==> src/rtl/fetch_sequencer.sv <==
// fetch_sequencer
// Owns the fetch PC and issues one request at a time to a variable-latency
// instruction memory. Fetched instructions are loaded into the F/D register.
// Stalls from the hazard unit and branch/jump redirects are absorbed here,
// including a redirect that lands while a request is still in flight.
//
// Ports
//   clk            clock, rising edge
//   reset          synchronous, active-high
//   stall          hold F/D contents this cycle
//   redirect_valid refetch from redirect_pc (branch/jump taken)
//   redirect_pc    redirect target; low two bits ignored
//   mem_req        fetch request to instruction memory
//   mem_addr       word-aligned fetch address
//   mem_ack        memory accepts the request and returns data this cycle
//   mem_rdata      instruction, valid only with mem_ack
//   fd_valid       F/D register holds a live instruction
//   fd_instr       F/D instruction
//   fd_pc          PC of fd_instr
//   pc             current fetch PC
module fetch_sequencer #(
    parameter logic [31:0] RESET_PC = 32'h0000_3000,
    parameter int          PC_STEP  = 4
) (
    input  logic        clk,
    input  logic        reset,
    input  logic        stall,
    input  logic        redirect_valid,
    input  logic [31:0] redirect_pc,
    output logic        mem_req,
    output logic [31:0] mem_addr,
    input  logic        mem_ack,
    input  logic [31:0] mem_rdata,
    output logic        fd_valid,
    output logic [31:0] fd_instr,
    output logic [31:0] fd_pc,
    output logic [31:0] pc
);

    localparam logic [31:0 ] STEP = 32'(PC_STEP);

    typedef enum logic [1:0] {
        IDLE,
        FETCH,
        HOLD,
        KILL
    } state_t;

    state_t      state, state_next;
    logic [31:0] pc_next, mem_addr_next;
    logic        fd_valid_next;
    logic [31:0] fd_instr_next, fd_pc_next;
    logic [31:0] buf_instr, buf_pc, buf_instr_next, buf_pc_next;
    logic [31:0] redirect_target, pc_inc;

    assign redirect_target = redirect_pc & ~32'd3;
    assign pc_inc          = pc + STEP;

    // A request is outstanding in FETCH and KILL; a KILL request cannot be
    // withdrawn, so it stays up until the memory acks it.
    assign mem_req = (state == FETCH) || (state == KILL);

    // State register and all datapath registers.
    always_ff @(posedge clk) begin
        if (reset) begin
            state     <= IDLE;
            pc        <= RESET_PC;
            mem_addr  <= 32'd0;
            fd_valid  <= 1'b0;
            fd_instr  <= 32'd0;
            fd_pc     <= 32'd0;
            buf_instr <= 32'd0;
            buf_pc    <= 32'd0;
        end else begin
            state     <= state_next;
            pc        <= pc_next;
            mem_addr  <= mem_addr_next;
            fd_valid  <= fd_valid_next;
            fd_instr  <= fd_instr_next;
            fd_pc     <= fd_pc_next;
            buf_instr <= buf_instr_next;
            buf_pc    <= buf_pc_next;
        end
    end

    // Next-state and datapath logic. An unstalled cycle that loads nothing
    // leaves a bubble in F/D; a stalled cycle holds F/D as it is.
    always_comb begin
        state_next     = state;
        pc_next        = pc;
        mem_addr_next  = mem_addr;
        fd_valid_next  = stall ? fd_valid : 1'b0;
        fd_instr_next  = fd_instr;
        fd_pc_next     = fd_pc;
        buf_instr_next = buf_instr;
        buf_pc_next    = buf_pc;

        if (redirect_valid) begin
            // Redirect flushes F/D even under stall; any ack data this cycle
            // and any skid-buffer contents belong to the wrong path.
            pc_next       = redirect_target;
            fd_valid_next = 1'b0;
            case (state)
                FETCH: begin
                    if (mem_ack) begin
                        mem_addr_next = redirect_target;
                    end else begin
                        state_next = KILL;
                    end
                end
                IDLE, HOLD: begin
                    state_next    = FETCH;
                    mem_addr_next = redirect_target;
                end
                default: state_next = KILL;
            endcase
        end else begin
            case (state)
                IDLE: begin
                    state_next    = FETCH;
                    mem_addr_next = pc;
                end
                FETCH: begin
                    if (mem_ack) begin
                        pc_next = pc_inc;
                        if (stall) begin
                            buf_instr_next = mem_rdata;
                            buf_pc_next    = mem_addr;
                            state_next     = HOLD;
                        end else begin
                            fd_instr_next = mem_rdata;
                            fd_pc_next    = mem_addr;
                            fd_valid_next = 1'b1;
                            mem_addr_next = pc_inc;
                        end
                    end
                end
                HOLD: begin
                    if (!stall) begin
                        fd_instr_next = buf_instr;
                        fd_pc_next    = buf_pc;
                        fd_valid_next = 1'b1;
                        state_next    = FETCH;
                        mem_addr_next = pc;
                    end
                end
                default: begin
                    // KILL: the wrong-path reply is dropped, then refetch at pc.
                    if (mem_ack) begin
                        state_next    = FETCH;
                        mem_addr_next = pc;
                    end
                end
            endcase
        end
    end

endmodule

==> config.mk <==
export PLATFORM = sky130hd
export DESIGN_NAME = fetch_sequencer
export DESIGN_NICKNAME = d
export VERILOG_FILES = /design/src/rtl/fetch_sequencer.sv
export SDC_FILE = /design/constraint.sdc
export NUM_CORES = 1
export LEC_CHECK = 0
export ABC_CLOCK_PERIOD_IN_PS = 2050
export CORE_ASPECT_RATIO = 1.4
export CORE_MARGIN = 4
export CORE_UTILIZATION = 45
export DETAILED_ROUTE_END_ITERATION = 16
export PLACE_DENSITY_LB_ADDON = 0.3
export SLEW_MARGIN = 15
export SYNTH_ARGS = -nofsm -noshare
export SYNTH_HDL_FRONTEND = slang
export SYNTH_SLANG_ARGS = --single-unit
export TNS_END_PERCENT = 30
==> constraint.sdc <==
create_clock -name clk -period 2.05 [get_ports clk]
set_input_delay 0.41 -clock clk [delete_from_list [all_inputs] [get_ports clk]]
set_output_delay 0.41 -clock clk [all_outputs]
set_load 0.02 [all_outputs]
## After elaboration in Yosys (flattened, before gate mapping)

Cells that the tools add are included.

- Register bits: 195
- Bits of input ports: 69
- Word-level logic and storage cells: 68

- Add/subtract/negate cells: 1
- Eq/ne operators: 12
- Mux-type cells: 31
- Bitwise logic cells: 1
- Reduce and logical (&&, ||, !) cells: 14

Operators by type and width:

| cell | count |
|---|---|
| 32-bit 2-to-1 mux | 15 |
| 32-bit one-hot mux with 2 select lines | 3 |
| 32-bit one-hot mux with 3 select lines | 1 |
| 32-bit by 3-bit adder with 32-bit output (second input constant) | 1 |
| 3-bit inequality test (second input constant) | 5 |
| 5-bit AND reduction | 3 |
| 2-bit 2-to-1 mux | 6 |
| 2-bit inequality test (second input constant) | 3 |
| 2-bit one-hot mux with 3 select lines | 1 |
| 2-bit nonzero test | 3 |
| 2-bit equality test (second input constant) | 2 |
| 2-bit one-hot mux with 2 select lines | 1 |
| 2-bit AND reduction | 2 |
| 4-bit AND reduction | 1 |
| 4-bit nonzero test | 1 |
| 2-bit OR reduction | 2 |
| 1-bit 2-to-1 mux | 3 |
| 3-bit by 1-bit inequality test with 1-bit output (second input constant) | 1 |
| 2-bit by 1-bit equality test with 1-bit output (second input constant) | 1 |
| 2-bit zero test | 1 |
| 1-bit one-hot mux with 2 select lines | 1 |
| 1-bit logical OR | 1 |
| 1-bit NOT | 1 |

## Logic depth before layout (Yosys ltp)

- Depth after elaboration: 5
- Depth in mapped cells: 10

## Worst setup path before layout

OpenSTA, ideal clock, no wires.

- Kind: flip-flop to flip-flop
- Start point: register state[1]
- End point: register fd_instr[0]
- Setup time: 137 ps
- Arrival time: 2111 ps
- Setup slack: -198 ps
- Stages on the path, launching flop included: 10
- Path buffers: 3
- Clock period less this slack: 2248 ps
- Cell sequence: dfxtp_1 > inv_1 > ha_1 > clkbuf_1 > a21oi_1 > a21oi_1 > nor3b_1 > clkbuf_1 > buf_1 > a211oi_1

- Longest elaborated chain between the ends: 3

RTL lines:

| element | RTL line | source |
|---|---|---|
| start: declaration | 49 | `state_t state, state_next;` |
| start signal: assignment | 75 | `state <= state_next;` |
| 2-bit equality test or 2-bit by 1-bit equality test with 1-bit output (tied branches) | 118 | `case (state)` |
| 2-bit inequality test (no line) or 2-bit nonzero test (tied branches) | n/a |  |
| 5-bit AND reduction (no line) | n/a |  |
| end signal: assignment | 79 | `fd_instr <= fd_instr_next;` |
| end: declaration | 35 | `output logic [31:0] fd_instr,` |

Several ways; a longest one is shown, not always the timed one.
A chain may end at the register's enable or synchronous reset.

## Worst setup path after layout

- Start point: register pc[8]
- End point: output port pc[8]

RTL lines:

| element | RTL line | source |
|---|---|---|
| start: declaration | 37 | `output logic [31:0] pc` |
| start signal: assignment | 76 | `pc <= pc_next;` |

No word-level cell between the ends.

==> impl_metrics.ini <==
[run_status]
outcome = completed

[worst_hold_path]
hp-class = input pin to flop
hold_depth = 4

[synth]
synthMuxAreaShare_pct = 7.20
synth_most_common_cell = dfxtp_1
synth_xor_area_share_pct = 4.60
netlist-cell-type-count = 54
dominantRegCellSynth = dfxtp_1
syn_avg_cell_area_um2 = 8.30
ys_top_cells_by_count = 187 x dfxtp_1, 178 x nand2_1, 98 x nor2_1
synth_top_family_by_area = simple AND/OR/NAND/NOR gates
synth_edf_count = 0
ys_async_sr_fraction_pct = 0
syn_area_um2 = 8760
syn_inst = 1056
synth.area.top_cells = dfxtp_1 43%, nand2_1 7.6%, mux2i_1 7.2%
yosysSeqAreaShare_pct = 42.7
synth_adder_area_share_pct = 0.714
synth_top_area_share_pct = 42.7
synth-simple-area-share_pct = 20.6
synth-compound-area-share_pct = 18.8
synth-seq-cells = 187
synth_warnings = 0
yosys.area.top_type = dfxtp_1

[finish]
nNetsFinal = 1338
diodes = 0
area_delta_synth_final_pct = 38.6
drive_gt1_share_pct = 12.9
seq_area_um2 = 3750
final_core_util_pct = 63.2
multi_input_area_um2 = 4660
fillers = 1722

[floorplan]
ios = 199
dieArea_um2 = 21800
die-height_um = 173
die_w_um = 126
start_util_pct = 45.6
coreArea_um2 = 19200
rows = 60

[sta]
whs_ns = 0.451
final_hold_viol_count = 0
setup_viol = 0
fin_crit_ns = 2.00
setup_slack_ns = 0.0475
period_share_pct = 97.7
fmax_mhz = 499
skew_ns = 0.0113
tns_ns = 0
drv_slew = 0
grt_setup_unrepaired = true
tightest_slew_ns = 0.839
relSlewSlack_pct = 44.1

[clock_network]
tritoncts = built
clock-root-buffer = clkbuf_16
cts.clk_slew.worst_paths_ns = 0.08
ctsHoldBuffers = 0
htree_levels = 4
clock_latency_ns = 0.43
clockBufferDepth = 2
cts_buffers = 17
cts_sinks = 187

[routing]
routed_via_density = 5.39
drt_iter0_drc = 426
routed_wirelength_um = 24900
vias = 8219
drt_drc_violations_left = 0
drt_first_pass_iters = 5
wl_per_cell_um = 16.3
ant_nets = 0

[critical_path]
worstSetupStartpointType = flop
worstPathArrival_ns = 1.59
reg2regPathDepth = 6
required_ns = 1.64
endpoint_kind = output pin
crit_path_max_fanout = 5
critical_path_class = flop to output pin

[grt]
grt-ovfl-total = 0
grt_first_pass_wirelength_um = 40100
grt_max_degree = 166
antenna_found_initial = 0
grt_pass1_vias = 7891
grt_usage_pct = 22.2

[placement]
place_ws_ns = -0.165
portBuffers = 190
dp_hpwl_um = 17700
gp_routability_congestion = 0.908

[pwr]
power.density_nw_per_um2 = 904
leakage_nw = 4.25
ir_worst_vdd_mv = 0.523

[run]
cap_violations = 0
==> repair_timing <==
item                                   CTS  global route
setup endpoints to repair               19            46
pin swaps                                0             2
endpoints found under the hold margin    0             0
buffers inserted                         0             2
resized for setup                        9            22
==> final cells by class <==
class / count / area share (%)
clock buffers: 17 / 3.50
clock inverters: 15 / 1.48
inverters: 8 / 0.247
multi-input cells: 765 / 38.4
flip-flops and latches: 187 / 30.9
well taps: 248 / 2.56
repair buffers: 285 / 22.9
==> cells in the final DEF, fill, tap and decap left out, types with 12 or more instances in the layout <==
cell type,netlist,routed
o211ai_1,12,12
nor4_1,17,14
a211oi_1,73,73
clkbuf_16,0,17
xnor2_1,36,36
nor2_1,98,97
mux2i_1,63,63
buf_4,6,82
clkdlybuf4s50_1,0,180
o21ai_0,19,19
buf_12,0,13
nand3_1,29,27
a21oi_1,95,95
nand2b_1,14,14
nand2_1,178,178
dfxtp_1,187,182
==> sequential cells by signal (all words and copies together), names as in the netlist <==
| signal | cells |
|---|---|
| buf_instr | 32 |
| state | 2 |
| fd_pc | 30 |
| mem_addr | 30 |
| buf_pc | 30 |
| fd_instr | 32 |
| fd_valid | 1 |
| pc | 30 |
==> layer usage <==
metal | share of wire [%] | track usage (%)
met5 | 0 | 0
met4 | 3.5 | 9.66
met3 | 4.8 | 3.52
met2 | 50 | 37.6
met1 | 42 | 27.9
==> stage by stage <==
step	cells	cell area, um^2	power [mW]
after global placement	1491	11400	7.64
after global routing	1525	12100	11.5
after detailed placement	1491	11400	7.69
after floorplan	1061	8790	6.12
final	1525	12100	11.0
after CTS	1523	12100	11.0
==> kinds of logic after synthesis <==
| family | Yosys count |
|---|---|
| DFF | 187 |
| xor gates and xnor gates | 46 |
| muxes | 63 |
| and+or+nand+nor | 395 |
| other | 1 |
| AOI/OAI and AO/OA | 250 |
| buffers and inverters | 109 |
| adders and majority gates | 5 |
==> where the power goes <==
part	internal, mW	total, mW	leakage, nW	switching, mW
clock	1.76	3.33	0.298	1.57
sequential	4.03	4.33	1.53	0.305
combinational	1.56	3.31	2.42	1.75
==> final timing paths <==
check / start / end / slack (ns)
worst max-delay path: pc[8] / pc[8] / 0.05
worst max register to register: pc[21] / mem_addr[27] / 0.13
worst min register to register: buf_instr[10] / buf_instr[10] / 0.45
worst min-delay path: reset / pc[19] / 0.45
==> worst max-delay path: stages, from the launching register on <==
cell and delay (ns):
dfxtp_1 0.40, buf_4 0.17, clkdlybuf4s50_1 0.60
Note: power is estimated with default switching activity, not from simulation.
